===== src/rtl/div_pkg.sv =====
// Shared definitions for the sequential restoring divider: FSM encoding
// and the legal range of the operand width.
package div_pkg;

  typedef enum logic [1:0] {
    IDLE = 2'd0,
    CALC = 2'd1,
    DONE = 2'd2
  } DivState;

  localparam int W_MIN = 2;
  localparam int W_MAX = 32;

endpackage


===== src/rtl/div_seq_if.sv =====
// Request/result bundle of the sequential divider. The requester drives
// start and the operands; the divider drives status and results.
interface div_seq_if #(
  parameter int W = 8
);

  logic         start;
  logic         sgn;
  logic [W-1:0] a;
  logic [W-1:0] b;
  logic         busy;
  logic         done;
  logic         dz;
  logic [W-1:0] q;
  logic [W-1:0] r;

  modport master (
    output start, sgn, a, b,
    input  busy, done, dz, q, r
  );

  modport slave (
    input  start, sgn, a, b,
    output busy, done, dz, q, r
  );

endinterface


===== src/rtl/div_step.sv =====
// One restoring division step on magnitudes: shift the next dividend bit
// into the partial remainder, trial-subtract the divisor, keep or restore.
module div_step #(
  parameter int W = 8
) (
  input  logic [W-1:0] rem_i,
  input  logic         dvdBit_i,
  input  logic [W-1:0] dvs_i,
  output logic [W-1:0] rem_o,
  output logic         qBit_o
);

  logic [W:0] shifted;
  logic [W:0] diff;

  // The incoming remainder is always below the divisor (or below 2^k after
  // k steps when dividing by zero), so the (W+1)-bit shifted value never
  // overflows and a kept or restored remainder always fits back in W bits.
  always_comb begin
    shifted = {rem_i, dvdBit_i};
    diff    = shifted - {1'b0, dvs_i};
    if (!diff[W]) begin
      rem_o  = diff[W-1:0];
      qBit_o = 1'b1;
    end else begin
      rem_o  = shifted[W-1:0];
      qBit_o = 1'b0;
    end
  end

endmodule


===== src/rtl/div_seq.sv =====
// Sequential restoring divider, unsigned or two's complement, one quotient
// bit per cycle. A request is captured in IDLE, the operands are turned
// into magnitudes during the following IDLE cycle, W CALC cycles produce
// the magnitude result, and the signed/zero-divisor fix-up is registered
// on entry to DONE.
module div_seq
  import div_pkg::*;
#(
  parameter int W = 8
) (
  input  logic      clk,
  input  logic      rst,
  div_seq_if.slave  bus
);

  localparam int            CW        = $clog2(W + 1);
  localparam logic [CW-1:0] LAST_STEP = CW'(W - 1);

  if (W < W_MIN || W > W_MAX) begin : gBadWidth
    $error("div_seq: W outside the supported range");
  end

  DivState      stateQ, stateD;
  logic         loadQ, loadD;
  logic         sgnQ, sgnD;
  logic [W-1:0] aQ, aD;
  logic [W-1:0] bQ, bD;
  logic [W-1:0] dvdQ, dvdD;
  logic [W-1:0] dvsQ, dvsD;
  logic [W-1:0] remQ, remD;
  logic [CW-1:0] cntQ, cntD;
  logic [W-1:0] qQ, qD;
  logic [W-1:0] rQ, rD;
  logic         dzQ, dzD;

  logic         aNeg, bNeg, qNeg;
  logic [W-1:0] aMag, bMag;
  logic [W-1:0] stepRem;
  logic         stepBit;
  logic [W-1:0] quotMag;

  assign aNeg    = sgnQ & aQ[W-1];
  assign bNeg    = sgnQ & bQ[W-1];
  assign qNeg    = aNeg ^ bNeg;
  assign aMag    = aNeg ? ({W{1'b0}} - aQ) : aQ;
  assign bMag    = bNeg ? ({W{1'b0}} - bQ) : bQ;
  assign quotMag = {dvdQ[W-2:0], stepBit};

  div_step #(.W(W)) uStep (
    .rem_i    (remQ),
    .dvdBit_i (dvdQ[W-1]),
    .dvs_i    (dvsQ),
    .rem_o    (stepRem),
    .qBit_o   (stepBit)
  );

  // Next-state logic: capture in IDLE, load magnitudes on the following
  // edge, iterate in CALC and publish the signed or zero-divisor result.
  always_comb begin
    stateD = stateQ;
    loadD  = loadQ;
    sgnD   = sgnQ;
    aD     = aQ;
    bD     = bQ;
    dvdD   = dvdQ;
    dvsD   = dvsQ;
    remD   = remQ;
    cntD   = cntQ;
    qD     = qQ;
    rD     = rQ;
    dzD    = dzQ;
    case (stateQ)
      IDLE: begin
        if (loadQ) begin
          stateD = CALC;
          loadD  = 1'b0;
          dvdD   = aMag;
          dvsD   = bMag;
          remD   = '0;
          cntD   = '0;
        end else if (bus.start) begin
          loadD = 1'b1;
          sgnD  = bus.sgn;
          aD    = bus.a;
          bD    = bus.b;
        end
      end
      CALC: begin
        remD = stepRem;
        dvdD = quotMag;
        cntD = cntQ + 1'b1;
        if (cntQ == LAST_STEP) begin
          stateD = DONE;
          if (bQ == '0) begin
            dzD = 1'b1;
            qD  = '1;
            rD  = aQ;
          end else begin
            dzD = 1'b0;
            qD  = qNeg ? ({W{1'b0}} - quotMag) : quotMag;
            rD  = aNeg ? ({W{1'b0}} - stepRem) : stepRem;
          end
        end
      end
      DONE: begin
        stateD = IDLE;
      end
      default: begin
        stateD = IDLE;
      end
    endcase
  end

  // State and datapath registers; a low rst at the edge clears everything
  // and so also aborts any division in flight.
  always_ff @(posedge clk) begin
    if (!rst) begin
      stateQ <= IDLE;
      loadQ  <= 1'b0;
      sgnQ   <= 1'b0;
      aQ     <= '0;
      bQ     <= '0;
      dvdQ   <= '0;
      dvsQ   <= '0;
      remQ   <= '0;
      cntQ   <= '0;
      qQ     <= '0;
      rQ     <= '0;
      dzQ    <= 1'b0;
    end else begin
      stateQ <= stateD;
      loadQ  <= loadD;
      sgnQ   <= sgnD;
      aQ     <= aD;
      bQ     <= bD;
      dvdQ   <= dvdD;
      dvsQ   <= dvsD;
      remQ   <= remD;
      cntQ   <= cntD;
      qQ     <= qD;
      rQ     <= rD;
      dzQ    <= dzD;
    end
  end

  assign bus.busy = (stateQ != IDLE);
  assign bus.done = (stateQ == DONE);
  assign bus.dz   = dzQ;
  assign bus.q    = qQ;
  assign bus.r    = rQ;

endmodule


===== src/flat_wrapper.sv =====
// flat-port wrapper written by rule: the top's interface ports become plain ports
module div_seq_flat import div_pkg::*;
#(
  parameter int W = 8
)
  (clk, rst, bus_start, bus_sgn, bus_a, bus_b, bus_busy, bus_done, bus_dz, bus_q, bus_r);
  div_seq_if #(.W(W)) bus_i ();
  input  logic clk;
  input  logic rst;
  input wire logic [$bits(bus_i.start)-1:0] bus_start;
  input wire logic [$bits(bus_i.sgn)-1:0] bus_sgn;
  input wire logic [$bits(bus_i.a)-1:0] bus_a;
  input wire logic [$bits(bus_i.b)-1:0] bus_b;
  output wire logic [$bits(bus_i.busy)-1:0] bus_busy;
  output wire logic [$bits(bus_i.done)-1:0] bus_done;
  output wire logic [$bits(bus_i.dz)-1:0] bus_dz;
  output wire logic [$bits(bus_i.q)-1:0] bus_q;
  output wire logic [$bits(bus_i.r)-1:0] bus_r;
  assign bus_i.start = bus_start;
  assign bus_i.sgn = bus_sgn;
  assign bus_i.a = bus_a;
  assign bus_i.b = bus_b;
  assign bus_busy = bus_i.busy;
  assign bus_done = bus_i.done;
  assign bus_dz = bus_i.dz;
  assign bus_q = bus_i.q;
  assign bus_r = bus_i.r;
  div_seq #(.W(W)) u_core (.clk(clk), .rst(rst), .bus(bus_i));
endmodule

===== config.mk =====
export PLATFORM = sky130hd
export DESIGN_NAME = div_seq_flat
export DESIGN_NICKNAME = d
export VERILOG_FILES = /design/src/rtl/div_pkg.sv /design/src/rtl/div_seq_if.sv /design/src/rtl/div_step.sv /design/src/rtl/div_seq.sv /design/src/flat_wrapper.sv
export SDC_FILE = /design/constraint.sdc
export NUM_CORES = 1
export LEC_CHECK = 0
export ABC_CLOCK_PERIOD_IN_PS = 7800
export CORE_MARGIN = 4
export CORE_UTILIZATION = 61
export DETAILED_ROUTE_END_ITERATION = 16
export MAX_ROUTING_LAYER = met4
export PLACE_DENSITY = 0.82
export SLEW_MARGIN = 20
export SYNTH_ARGS = -nofsm -noshare
export SYNTH_HDL_FRONTEND = slang
export SYNTH_HIERARCHICAL = 1
export SYNTH_SLANG_ARGS = --single-unit

===== constraint.sdc =====
create_clock -name clk -period 7.8 [get_ports clk]
set_input_delay 1.17 -clock clk [delete_from_list [all_inputs] [get_ports clk]]
set_output_delay 1.17 -clock clk [all_outputs]
set_load 0.02 [all_outputs]

==> results of run 1 <==
-- layout by cell type (no fill, tap or decap), drive strengths merged, types with 3 or more instances in the layout --
cell type / count
dfxtp: 65
xor2: 11
nand2b: 5
nand3: 21
inv: 21
o21a: 3
clkbuf: 14
nor3b: 5
mux2: 9
ha: 13
or3: 4
nand3b: 3
o311ai: 4
or4: 3
o21bai: 3
nor2b: 4
or3b: 3
o22ai: 3
and3: 5
clkdlybuf4s50: 38
a31oi: 6
a211oi: 5
nand2: 60
buf: 3
nor4: 4
xnor2: 12
nor2: 30
a222oi: 3
o32ai: 3
a21oi: 57
o31ai: 5
nor3: 5
or2: 3
o21ai: 18
-- sequential cells by signal, indices dropped and copies added (netlist names), 2 cells and up --
| name | count |
|---|---|
| u_core/bus.q | 8 |
| u_core/dvsQ | 8 |
| u_core/dvdQ | 8 |
| u_core/stateQ | 2 |
| u_core/bus.r | 8 |
| u_core/remQ | 8 |
| u_core/aQ | 8 |
| u_core/cntQ | 4 |
| u_core/bQ | 8 |
-- cell families (layout without fill, tap and decap cells) --
logic type / count (synthesis) / after routing / share of synthesized area, %
AND/OR/NAND/NOR: 158 / 158 / 21.81
AO/OA/AOI/OAI: 121 / 121 / 21.38
flip-flops: 65 / 65 / 36.70
buffers and inverters: 48 / 76 / 5.328
XOR/XNOR: 23 / 23 / 6.210
adder cells (fa/ha/maj): 14 / 14 / 5.152
multiplexers: 11 / 11 / 3.423
-- critical path, cell delays in order, from the launching register on --
cell     delay, ns
dfxtp_1       0.31
inv_1         0.06
ha_1          0.15
inv_1         0.05
fa_1          0.40
a21o_1        0.19
a21oi_2       0.23
o31ai_4       0.12
xor2_4        0.36
mux2_2        0.43
inv_1         0.09
ha_1          0.19
nor3b_1       0.24
o21ai_0       0.11
o211a_1       0.15
o31ai_2       0.19
-- Yosys cell counts (2+ instances only) --
cell / instances / area share, %
dfxtp_1: 65 / 37
nand2_1: 60 / 6.4
a21oi_1: 56 / 7.9
nor2_1: 30 / 3.2
inv_1: 21 / 2.2
nand3_1: 21 / 3.0
clkbuf_1: 18 / 1.9
o21ai_0: 18 / 2.5
ha_1: 13 / 4.6
xnor2_1: 12 / 3.0
xor2_1: 10 / 2.5
mux2_2: 8 / 2.5
a31oi_1: 6 / 1.1
buf_2: 6 / 0.85
a211oi_1: 5 / 1.1
and3_1: 5 / 0.88
nand2b_1: 5 / 0.88
nor2b_1: 4 / 0.71
nor3_1: 4 / 0.56
nor3b_1: 4 / 0.85
nor4_1: 4 / 0.71
o311ai_0: 4 / 0.99
a222oi_1: 3 / 0.85
nand3b_1: 3 / 0.64
o21a_1: 3 / 0.64
o21bai_1: 3 / 0.64
o22ai_1: 3 / 0.53
o31ai_1: 3 / 0.64
o32ai_1: 3 / 0.74
a22oi_1: 2 / 0.42
buf_1: 2 / 0.21
mux2i_1: 2 / 0.56
nand4b_1: 2 / 0.49
o211ai_1: 2 / 0.42
or2_2: 2 / 0.35
or3_1: 2 / 0.35
or3_2: 2 / 0.42
or3b_2: 2 / 0.49
or4_1: 2 / 0.42
-- final cells by class --
| cell class | instances | area, sq um |
|---|---|---|
| Clock buffer | 14 | 162.7 |
| Multi-Input combinational cell | 327 | 2061 |
| Inverter | 21 | 78.83 |
| Tap cell | 72 | 90.09 |
| Timing Repair Buffer | 41 | 402.9 |
| Sequential cell | 65 | 1301 |
| Fill cell | 463 | 1478 |
-- routing by layer --
metal	global-route usage [%]	share of wire [%]	up-vias
met5	-	0	-
met4	10.53	2.6	0
met3	4.612	7.4	21
met2	36.15	45	152
met1	30.55	44	1480
li1	-	-	1609
-- final timing paths --
kind | start | end | slack [ns] | cells past startpoint
worst max-delay path | u_core/dvdQ[7] | u_core/bus.r[4] | 4.43 | 15
worst min-delay path | u_core/dvsQ[0] | u_core/dvsQ[0] | 0.46 | 2
worst max register to register | u_core/dvdQ[7] | u_core/bus.r[4] | 4.43 | 15
worst min register to register | u_core/dvsQ[0] | u_core/dvsQ[0] | 0.46 | 2
-- per-stage QoR --
stage	instances	setup WS, ns	cell area, sq um	util [%]	hold slack, ns
floorplan	440	4.759	3546	-	0.4319
global placement	526	4.420	3934	70.57	0.4420
detailed placement	526	4.356	3934	70.57	0.4550
CTS	540	4.450	4096	73.49	0.4642
global route	540	4.160	4096	73.49	0.4829
finish	540	4.430	4096	73.49	0.4644
-- power by group through the flow --
stage,Combinational (mW),Clock [mW],Sequential [mW]
6_report,0.248,0.246,0.367
5_1_grt,0.274,0.266,0.369
4_1_cts,0.246,0.252,0.367
3_5_place_dp,0.245,0,0.374
3_3_place_gp,0.240,0,0.374
2_1_floorplan,0.202,0,0.364
==> metrics.md, run 1 <==
| Metric | Value |
|---|---|
| CTS tree | built |
| Root Driver | clkbuf_8 |
| Gate power share | 28.9% |
| CTS buffer count | 9 |
| Io pins | 39 |
| Hold Vio Cnt, Final | 0 |
| Initial antenna violation count | 0 |
| Worst clock skew | around 0.0073 ns |
| Final Max Slew Viols | 0 |
| Vias per inst | 6.041 |
| Initial Utilization | 63.61% |
| IO Port Bufs | 38 |
| Worst Max-Slew Pin Slew | 0.8948 ns |
| Syn nets | 474 |
| Lkg Pwr | between 1 and 1.5 nW |
| EDFF count, synth | 0 |
| Critical Path End Type | flop |
| # H-tree levels | 3 |
| Setup violations, final | 0 |
| # Max-Cap Violations | 0 |
| Die Span Y | roughly 84 microns |
| Tightest Hold Check Type | flop to flop |
| First-pass GRT wire length | ~13000 microns |
| Clock power frac | between 20% and 30% |
| # hold bufs at CTS | 0 |
| RSZ-0062 raised after global routing | false |
| Final Critical Period | about 3.4 ns |
| Post-route ant nets | 0 |
| Layout Nets | approximately 500 |
| Part of the power in registers | between 40% and 50% |
| Sink Count | 65 |
| Fmax | a little under 300 MHz |
| Worst-skew pair later-pin latency | about 0.33 ns |
| Post-Syn Instances | 440 |
| Synthesis Warnings | 6 |
| Die Width | ~84 microns |
| Total Routing Usage GR | 23.73% |
| Routability cong. | slightly below 0.9 |
| Vias in the first global route | about 2900 |
| Post-Route WL | 8227 microns |
| Post-synth ARST share | 0% |
| WL per Instance | approximately 15 microns |
| Kind of critical path | flop to flop |
| Total number of vias | 3262 |
| Antenna diodes | 0 |
| Clk pin slew, worst setup/hold paths | 0.07 ns |
| Count of cell types in the netlist | 59 |
| Req. time, crit path | ~8 ns |
| Drc violations | 0 |
| Seq/Total Area, Yosys | between 30% and 40% |
| Drt pass-1 iters | 5 |
| P_sw | around 0.27 mW |
| Yosys reg bits | 65 |
| Max VDD drop | roughly 130 uV |
| Max Root-Sink Buffers | 2 |
| Mapped Area | 3546 sq um |
| FP Rows | 27 |
| Max transition margin | approximately 40% |
| Post-CTS Resized | 0 |
| Initial drt markers | between 300 and 400 |
| Total gr overflow | 0 |
| CP arrival | approximately 3.6 ns |
| Share of cells above drive strength 1 | under 10% |
| Post CTS Setup Buffer Count | 0 |
| Most used DFF post-synth | dfxtp_1 |
| P_int | between 0.5 and 0.6 mW |
| Pin count of the biggest net entering global routing | 37 |
| CP Max Fanout | 11 |
| Syn avg cell area | ~8 sq um |
| PnR Total Power | 0.8611 mW |
| Sw frac | between 30% and 40% |
| Outcome | finished clean |
| P&R area growth vs syn | 15.53% |
| Placeable Area | between 5000 and 6000 sq um |
| Die area | 7096 sq um |
| Crit start category | flop |
| Setup TNS | 0 ns |
| Fin crit share | 43.20% |
| Final HPWL DP | a little under 6000 microns |
| Pwr Density | ~210 nW/um^2 |
No activity file was read; power rests on OpenSTA's default activity.
==> run 2: changes to the inputs <==
ABC_CLOCK_PERIOD_IN_PS = 3210   (was 7800)
CORE_UTILIZATION = 56   (was 61)
PLACE_DENSITY = 0.76   (was 0.82)
clock period = 3.21 ns   (was 7.8 ns; I/O delays follow)
==> run 2 against run 1 <==
Against the previous run:
- via count up 2.3%
- global-route usage grew 1.1 points
- critical path depth down 2
- sequential share of layout area down 1.1 points
- register-to-register slack lost 4.3 ns
- worst hold slack better by 0.0015 ns
==> metrics.md, run 2 (synthesis gave the netlist of run 1 again) <==
| Metric | Value |
|---|---|
| Core Util, Final | between 70% and 80% |
| FP Rows | 28 |
| Crit start category | flop |
| Hold Vio Cnt, Final | 0 |
| Post-route cell area | between 4000 and 5000 sq um |
| Pwr Density | around 540 nW/um^2 |
| Vias per inst | between 6 and 7 |
| Io pins | 39 |
| Antenna diodes | 0 |
| Placeable Area | between 6000 and 7000 sq um |
| Final Max Slew Viols | 0 |
| Initial drt markers | 324 |
| Tightest Hold Check Type | flop to flop |
| CP arrival | ~3.4 ns |
| Die Span Y | between 80 and 90 microns |
| # Max-Cap Violations | 0 |
| Total number of vias | 3337 |
| Post-route insts no fill | approximately 550 |
| Max transition margin | around two fifths |
| Die Width | approximately 90 microns |
| P&R area growth vs syn | 19.55% |
| Place WS | -0.02495 ns |
| Max Root-Sink Buffers | 2 |
| Post-route ant nets | 0 |
| Post-Route WL | approximately 8800 microns |
| CP Max Fanout | 7 |
| Layout Nets | about 510 |
| WL per Instance | 15.85 microns |
| Post-placement cell area | 3990 sq um |
| Total Routing Usage GR | between 20 and 25% |
| Final HPWL DP | around 6200 microns |
| Worst Max-Slew Pin Slew | approximately 0.9 ns |
| Clk pin slew, worst setup/hold paths | 0.07 ns |
| Total gr overflow | 0 |
| Outcome | finished clean |
| Initial Utilization | around 59% |
| Routability cong. | 0.9372 |
| Setup TNS | 0 ns |
| # H-tree levels | 3 |
| Drc violations | 0 |
| PnR Total Power | 2.308 mW |
| First-pass GRT wire length | about 15000 microns |
| Most used cell along the critical path | inv_1 |
| IO Port Bufs | 38 |
| Root Driver | clkbuf_8 |
| Commonest non-fill, non-tap cells in the layout | dfxtp_1 (65), nand2_1 (60), a21oi_1 (56), clkdlybuf4s50_1 (38), nor2_1 (30) |
| Commonest non-fill, non-tap cell in the layout | dfxtp_1 |
| Setup violations, final | 0 |
| Final Critical Period | between 3 and 4 ns |
| Pin count of the biggest net entering global routing | 24 |
| Slowest-stage cell, CP | mux2_2 |
| Lkg Pwr | 1.564 nW |
| Sink Count | 65 |
| Share of cells above drive strength 1 | a little under an eighth |
| CTS tree | built |
| Fin crit share | between 90% and 100% |
| CP cell instances | inv_1, ha_1, inv_1, fa_2, a21o_1, a21oi_2, o31ai_4, xor2_4, buf_4, mux2_2, or2_2, o211a_1, o31ai_2 |
| Initial antenna violation count | 0 |
| Die area | 7669 sq um |
| Req. time, crit path | 3.48 ns |
| Final WS setup | 0.09503 ns |
| CP max stage delay | approximately 0.4 ns |
| Critical Path End Type | flop |
| Vias in the first global route | 3091 |
| Drt pass-1 iters | 5 |
| Worst-skew pair later-pin latency | between 0.3 and 0.4 ns |
| Kind of critical path | flop to flop |
| CTS buffer count | 9 |
| Fmax | ~320 MHz |
| RSZ-0062 raised after global routing | true |
| Dpl cells | around 540 |
| Max VDD drop | between 200 and 300 uV |
| Hold slack | roughly 0.47 ns |
| Worst clock skew | 0.006240 ns |
-- run 2: critical path, delay by kind of cell, from the launching register on --
kind	cells	cell delay (ns)
compound gates	5	0.88
flops	1	0.30
simple gates	1	0.31
buf+inv	3	0.34
fa+ha+maj	2	0.51
mux	1	0.41
xor+xnor	1	0.29
-- run 2: report_power, final --
part / leakage [nW] / total [mW] / switching (mW) / internal, mW
clock: 0.0953 / 0.699 / 0.322 / 0.377
sequential: 0.528 / 0.893 / 0.0511 / 0.842
combinational: 0.941 / 0.716 / 0.380 / 0.336
-- run 2: worst paths after layout --
check	cells after the start	slack [ns]	start	to
min reg2reg	2	0.47	u_core/dvsQ[7]	u_core/dvsQ[7]
max reg2reg	13	0.1	u_core/dvdQ[7]	u_core/bus.r[4]
min	2	0.47	u_core/dvsQ[7]	u_core/dvsQ[7]
max	13	0.1	u_core/dvdQ[7]	u_core/bus.r[4]
-- run 2: what timing repair did --
item | in CTS | in global routing
gates cloned | 0 | 0
buffers inserted | 2 | 0
hold buffers | 0 | 0
setup endpoints to repair | 2 | 8
resized for setup | 0 | 10
pin swaps | 0 | 3
-- run 2: area by class of cell --
cell class	instances	area (sq um)
Multi-Input combinational cell	327	2095
Fill cell	519	1787
Sequential cell	65	1301
Timing Repair Buffer	50	474.2
Clock buffer	11	141.4
Tap cell	75	93.84
Inverter	21	78.83
Clock inverter	5	55.05
-- run 2: layer usage --
metal | GRT usage [%] | vias up | wire length, microns
li1 | - | 1632 | -
met4 | 10.88 | 0 | 125
met3 | 3.857 | 13 | 576
met5 | - | - | 0
met1 | 32.03 | 1564 | 3985
met2 | 38.49 | 128 | 4095
==> run 3: changes to the inputs <==
GPL_ROUTABILITY_DRIVEN = 1   (was unset)
==> results of run 3 <==
The final DEF is identical to that of run 2; final timing and power are the same.
